===== config.mk =====
export PLATFORM = sky130hd
export DESIGN_NAME = lcd_cmd_scheduler
export DESIGN_NICKNAME = d
export VERILOG_FILES = /design/src/rtl/lcd_pkg.sv /design/src/rtl/lcd_cmd_scheduler_timer.sv /design/src/rtl/lcd_cmd_scheduler.sv
export SDC_FILE = /design/constraint.sdc
export NUM_CORES = 1
export LEC_CHECK = 0
export ABC_AREA = 1
export BUFFER_PORTS_ARGS = -buffer_cell sky130_fd_sc_hd__buf_2
export CAP_MARGIN = 20
export CORE_MARGIN = 2
export CORE_UTILIZATION = 45
export DETAILED_ROUTE_END_ITERATION = 10
export MAX_ROUTING_LAYER = met4
export SYNTH_ARGS = -nofsm -noshare
export SYNTH_HDL_FRONTEND = slang
export SYNTH_SLANG_ARGS = --single-unit

===== constraint.sdc =====
create_clock -name clk -period 2.3 [get_ports clk]
set_input_delay 0 -clock clk [delete_from_list [all_inputs] [get_ports clk]]
set_output_delay 0 -clock clk [all_outputs]
set_load 0.02 [all_outputs]

===== src/rtl/lcd_pkg.sv =====
// Shared definitions for the 1602A LCD command path:
// instruction bytes, default timing, FSM states and the init ROM.
package lcd_pkg;

   localparam logic [7:0] LCD_SETUP   = 8'h28;
   localparam logic [7:0] LCD_DISP_ON = 8'h0C;
   localparam logic [7:0] LCD_CLEAR   = 8'h01;
   localparam logic [7:0] LCD_ENTRY_N = 8'h06;
   localparam logic [7:0] LCD_HOME    = 8'h02;
   localparam logic [7:0] LCD_SHIFT_L = 8'h18;
   localparam logic [7:0] LCD_SHIFT_R = 8'h1C;

   localparam int T_SHORT_DEF = 1008;
   localparam int T_LONG_DEF  = 39360;
   localparam int T_PWRUP_DEF = 360000;
   localparam int CNT_W_DEF   = 20;

   typedef enum logic [2:0] {
      PWRUP,
      INIT_ISSUE,
      INIT_BUSY,
      INIT_WAIT,
      IDLE,
      ISSUE,
      BUSY,
      EXEC_WAIT
   } state_t;

   function automatic logic [7:0] init_rom(input logic [1:0] idx);
      logic [7:0] b;
      case (idx)
         2'd0:    b = LCD_SETUP;
         2'd1:    b = LCD_DISP_ON;
         2'd2:    b = LCD_CLEAR;
         default: b = LCD_ENTRY_N;
      endcase
      return b;
   endfunction

   // CLEAR and HOME (and 0x00) need the long execution time
   function automatic logic is_long(input logic rs, input logic [7:0] d);
      return !rs && (d[7:2] == 6'd0);
   endfunction

endpackage


===== src/rtl/lcd_cmd_scheduler_timer.sv =====
// Loadable down counter; done while the count sits at zero.
module lcd_delay_timer #(
   parameter int CNT_W = 20
) (
   input  logic             clk,
   input  logic             rst,
   input  logic             load,
   input  logic [CNT_W-1:0] load_val,
   output logic             done
);

   logic [CNT_W-1:0] cnt;

   always_ff @(posedge clk or posedge rst) begin
      if (rst)
         cnt <= '0;
      else if (load)
         cnt <= load_val;
      else if (cnt != '0)
         cnt <= cnt - CNT_W'(1);
   end

   assign done = (cnt == '0);

endmodule


===== src/rtl/lcd_cmd_scheduler.sv =====
// Runs the HD44780 init sequence, then round-robins command and
// character requesters onto the byte driver with exec delays.
module lcd_cmd_scheduler
   import lcd_pkg::*;
#(
   parameter int T_SHORT = T_SHORT_DEF,
   parameter int T_LONG  = T_LONG_DEF,
   parameter int T_PWRUP = T_PWRUP_DEF,
   parameter int CNT_W   = CNT_W_DEF
) (
   input  logic       clk,
   input  logic       rst,
   input  logic [1:0] req_valid,
   input  logic [7:0] req_cmd,
   input  logic [7:0] req_char,
   output logic [1:0] req_ready,
   output logic       drv_en,
   output logic       drv_rs,
   output logic [7:0] drv_data,
   input  logic       drv_rdy,
   output logic       init_done,
   output logic       busy
);

   state_t           state, state_n;
   logic [1:0]       idx;
   logic             armed;
   logic             ptr;
   logic             pend_rs;
   logic [7:0]       pend_data;
   logic             gnt;
   logic             gnt_v;
   logic             t_load;
   logic [CNT_W-1:0] t_val;
   logic [CNT_W-1:0] exec_val;
   logic             t_done;

   lcd_delay_timer #(.CNT_W(CNT_W)) u_timer (
      .clk      (clk),
      .rst      (rst),
      .load     (t_load),
      .load_val (t_val),
      .done     (t_done)
   );

   assign exec_val = is_long(drv_rs, drv_data) ?
                     CNT_W'(T_LONG) : CNT_W'(T_SHORT);
   assign gnt_v = (state == IDLE) && (req_valid != 2'b00);
   assign busy  = (state != IDLE);

   always_comb begin
      gnt = 1'b0;
      case (req_valid)
         2'b10:   gnt = 1'b1;
         2'b11:   gnt = ptr;
         default: gnt = 1'b0;
      endcase
   end

   always_comb begin
      state_n   = state;
      t_load    = 1'b0;
      t_val     = '0;
      req_ready = 2'b00;
      case (state)
         PWRUP:
            if (!armed) begin
               t_load = 1'b1;
               t_val  = CNT_W'(T_PWRUP);
            end else if (t_done) begin
               state_n = INIT_ISSUE;
            end
         INIT_ISSUE:
            if (drv_rdy) state_n = INIT_BUSY;
         // drv_en high marks the cycle where drv_rdy is still stale
         INIT_BUSY:
            if (!drv_en && drv_rdy) begin
               t_load  = 1'b1;
               t_val   = exec_val;
               state_n = INIT_WAIT;
            end
         INIT_WAIT:
            if (t_done) state_n = (idx == 2'd3) ? IDLE : INIT_ISSUE;
         IDLE:
            if (gnt_v) begin
               req_ready[gnt] = 1'b1;
               state_n        = ISSUE;
            end
         ISSUE:
            if (drv_rdy) state_n = BUSY;
         BUSY:
            if (!drv_en && drv_rdy) begin
               t_load  = 1'b1;
               t_val   = exec_val;
               state_n = EXEC_WAIT;
            end
         EXEC_WAIT:
            if (t_done) state_n = IDLE;
         default:
            state_n = PWRUP;
      endcase
   end

   always_ff @(posedge clk or posedge rst) begin
      if (rst) begin
         state     <= PWRUP;
         armed     <= 1'b0;
         idx       <= 2'd0;
         ptr       <= 1'b0;
         init_done <= 1'b0;
         pend_rs   <= 1'b0;
         pend_data <= 8'h00;
         drv_en    <= 1'b0;
         drv_rs    <= 1'b0;
         drv_data  <= 8'h00;
      end else begin
         state  <= state_n;
         drv_en <= 1'b0;
         if (state == PWRUP) armed <= 1'b1;
         if (state == INIT_WAIT && t_done) begin
            idx <= idx + 2'd1;
            if (idx == 2'd3) init_done <= 1'b1;
         end
         if (state == INIT_ISSUE && drv_rdy) begin
            drv_en   <= 1'b1;
            drv_rs   <= 1'b0;
            drv_data <= init_rom(idx);
         end
         if (state == ISSUE && drv_rdy) begin
            drv_en   <= 1'b1;
            drv_rs   <= pend_rs;
            drv_data <= pend_data;
         end
         if (gnt_v) begin
            pend_rs   <= gnt;
            pend_data <= gnt ? req_char : req_cmd;
            ptr       <= ~gnt;
         end
      end
   end

endmodule


==> key figures <==
Status
  – Outcome: complete, no violations

Route
  – Initial drt markers: about 120
  – Via count: 2466
  – Wire length per cell: approximately 13 um
  – DRT Pass-1 Iters: 4
  – DRC: 0
  – Post-Route WL: 6.35 mm
  – Routed vias/inst: a little over 5
  – DRT antenna net count: 0

STA
  – Final min period: 2.13 ns
  – RSZ-0062 raised after global routing: false
  – Final Hold Viols: 0
  – Total Neg Setup Slack: 0 ns
  – Worst Tran Pin Value: slightly above 0.5 ns
  – Skew final: around 0.0059 ns
  – Tcrit/Tclk final: 0.925
  – Final hold slack: 0.0572 ns
  – PnR worst setup slack: between 0.15 and 0.2 ns
  – Slew Viols, Final: 0
  – Count of final setup violators: 0
  – Worst slew margin: 0.654
  – Max Clock Freq: 470 MHz

Placed design
  – Post-DP HPWL: 4.74 mm
  – PortBufs: 34
  – Placed Cells: roughly 450
  – Pre-CTS WS: 0.480 ns
  – GP Congestion: 0.869

Global route
  – Largest net degree at the start of global routing: 26
  – Vias in the first global route: 2407
  – Initial antenna violation count: 0
  – First-pass GRT wire length: 11.0 mm
  – Total gr overflow: 0
  – Global Route Usage Sum: 0.222

Floorplanning
  – Initial Util: 0.460
  – Core ar.: 0.00585 mm^2
  – # IOs: 35
  – Die area: approximately 0.0066 mm^2
  – Die W: 81.4 um
  – FP Rows: 28
  – Die Y: 81.4 um

Clock tree
  – Clk slew on worst S/H paths: 0.09 ns
  – TritonCTS clock tree: done
  – CTS Sinks: 47
  – CTS Buffer Depth: 2
  – Root Driver: clkbuf_8
  – Insertion delay to the later sink of the worst-skew pair: 0.30 ns
  – Clock buffer count from CTS: 5
  – H-tree depth: 2

Cells and area
  – P&R area growth vs syn: 21.7%
  – N_diodes: 0
  – # nets final: between 400 and 500
  – Layout cell share with drive strength beyond 1: 0.170
  – Fin util: 0.560
  – Non-filler cells, final: a little under 500

Power and ir drop
  – Power per cell area: between 500 and 600 mW/mm^2
  – Peak supply drop: 341 uV
  – Lkg Pwr: between 0.0015 and 0.002 uW

Logic synthesis
  – Top-area cell type share of the netlist area: 0.437
  – Yosys warns: 0
  – Largest family of logic cells by synthesized area: simple AND/OR/NAND/NOR gates
  – Adder-Cell Fraction of Synth Area: 0.0511
  – Simple-Gate Fraction of Synth Area: 0.309
  – Synth Area in Compound Gates: 0.106
  – Number of synthesized register bits: 47
  – Mapped Nets: 377
  – Post-synthesis sequential area ratio: 0.437
  – Post-synth top area cell: dfrtp_1
  – Xor/xnor cell area share of the yosys netlist: 0.0130
  – Synthesized area: 0.00269 mm^2
  – Syn_area_per_cell: 7.80 um^2
  – Yosys cell types: 32
  – Syn Inst Count: approximately 350
  – Post-synthesis mux area share: 0
  – Synth area leaders: dfrtp_1 44%, nand2_1 11%, inv_1 6.7%

Critical path
  – Critical path class: flop to flop
  – Crit-path cells: inv_1 -> ha_1 -> nand2_1 -> nor2_4 -> nand3_1 -> inv_2 -> nand2_1 -> o211ai_1 -> dlygate4sd3_1
  – Startpoint Class: flop
  – Critical path buffers and inverters: 3
  – Crit-path leading delay family: buffers and inverters
  – CP max-delay cell: dlygate4sd3_1
  – CP max stage delay: around 0.57 ns
  – Largest fanout on the critical path: 9
  – CP Capture Type: flop
  – CP most frequent cell: nand2_1
  – Worst Path Required: 2.54 ns
  – CP arrival: 2.37 ns

Worst hold path
  – HP Class: input port to flop

Run
  – Max-cap violations: 0
[cells by family (layout without fill, tap and decap cells)]
kind of cell | count (synthesis) | count (layout)
xor gates and xnor gates | 4 | 4
buffers and inverters | 55 | 117
DFF | 47 | 47
AOI/OAI and AO/OA | 48 | 48
and+or+nand+nor | 180 | 180
adders and majority gates | 11 | 11
[worst reg2reg max path: stages, from the launching register on]
cell	delay, ns
dfrtp_1	0.42
inv_1	0.12
ha_1	0.21
nand2_1	0.16
nor2_4	0.16
nand3_1	0.11
inv_2	0.15
nand2_1	0.07
o211ai_1	0.09
dlygate4sd3_1	0.57
[what timing repair did]
action                                 4_1_cts  5_1_grt
hold buffers                                17        0
setup endpoints to repair                    0        8
buffers inserted                             0        3
gates resized for setup                      0        0
endpoints found under the hold margin       30        0
[cell usage after synthesis, drive strengths merged]
cell type   n
a21o        2
a21oi      17
a22oi       2
and3        1
buf         1
clkinv      1
dfrtp      47
ha         11
inv        53
nand2      84
nand3      34
nand3b      1
nand4       7
nor2       46
nor3        6
nor4        1
o2111a      1
o211ai      7
o21ai      13
o21bai      2
o22ai       3
o31ai       1
xor2        4
[path summary, 6_finish.rpt]
kind	start	end	slack [ns]	cells past startpoint
worst min-delay path	req_valid[1]	pend_rs	0.06	3
worst max-delay path	state[0]	pend_data[4]	0.17	9
min in group asynchronous	rst	drv_data[0]	0.26	3
worst max register to register	state[0]	pend_data[4]	0.17	9
max in group asynchronous	rst	u_timer.cnt[18]	1.32	4
worst min register to register	init_done	init_done	0.49	1
[state kept, by name (all words and copies together), names as in the netlist, 2 cells and up]
| name | flops |
|---|---|
| idx | 2 |
| pend_data | 8 |
| u_timer.cnt | 20 |
| state | 3 |
| drv_data | 8 |
[report_power, final]
group | leakage, uW | switching, uW | internal [uW]
clock | 0.0000654 | 285 | 435
combinational | 0.00102 | 40.2 | 49.1
sequential | 0.000576 | 5.73 | 841
total | 0.00166 | 331 | 1320
[per-layer routing]
| layer | vias to the layer above | part of all wire | GRT usage |
|---|---|---|---|
| li1 | 1238 | - | - |
| met3 | 15 | 0.052 | 0.0389 |
| met5 | - | 0 | - |
| met2 | 79 | 0.48 | 0.361 |
| met4 | 0 | 0.025 | 0.0881 |
| met1 | 1134 | 0.44 | 0.273 |
[placed cells by master (no fill, tap or decap), types with 3 or more instances in the layout]
cell type      synthesis  routed
nand2_1               76      76
inv_1                 48      47
dfrtp_1               47      47
nor2_1                38      38
buf_2                  0      34
nand3_1               33      33
a21oi_1               17      17
dlygate4sd3_1          0      17
o21ai_0               11      11
ha_1                  11      11
nand2_2                7       7
nand4_1                7       7
o211ai_1               7       7
nor2_4                 6       6
nor3_1                 6       6
clkbuf_8               0       5
inv_2                  3       4
xor2_1                 4       4
buf_4                  0       4
o22ai_1                3       3
[per-stage QoR]
stage	total power [uW]	cell area (um^2)
final	1660	3280
after CTS	1670	3260
after detailed placement	924	2950
after global routing	1720	3280
after floorplan	893	2690
after global placement	922	2950
[final cells by class]
class / instances / area, um^2
clock buffers: 6 / 72.6
clock inverters: 2 / 60.1
repair buffers: 55 / 370
flip-flops and latches: 47 / 1180
well taps: 75 / 93.8
inverters: 54 / 215
multi-input cells: 243 / 1290
fillers: 509 / 2570
Power figures use the tool's default switching activity.
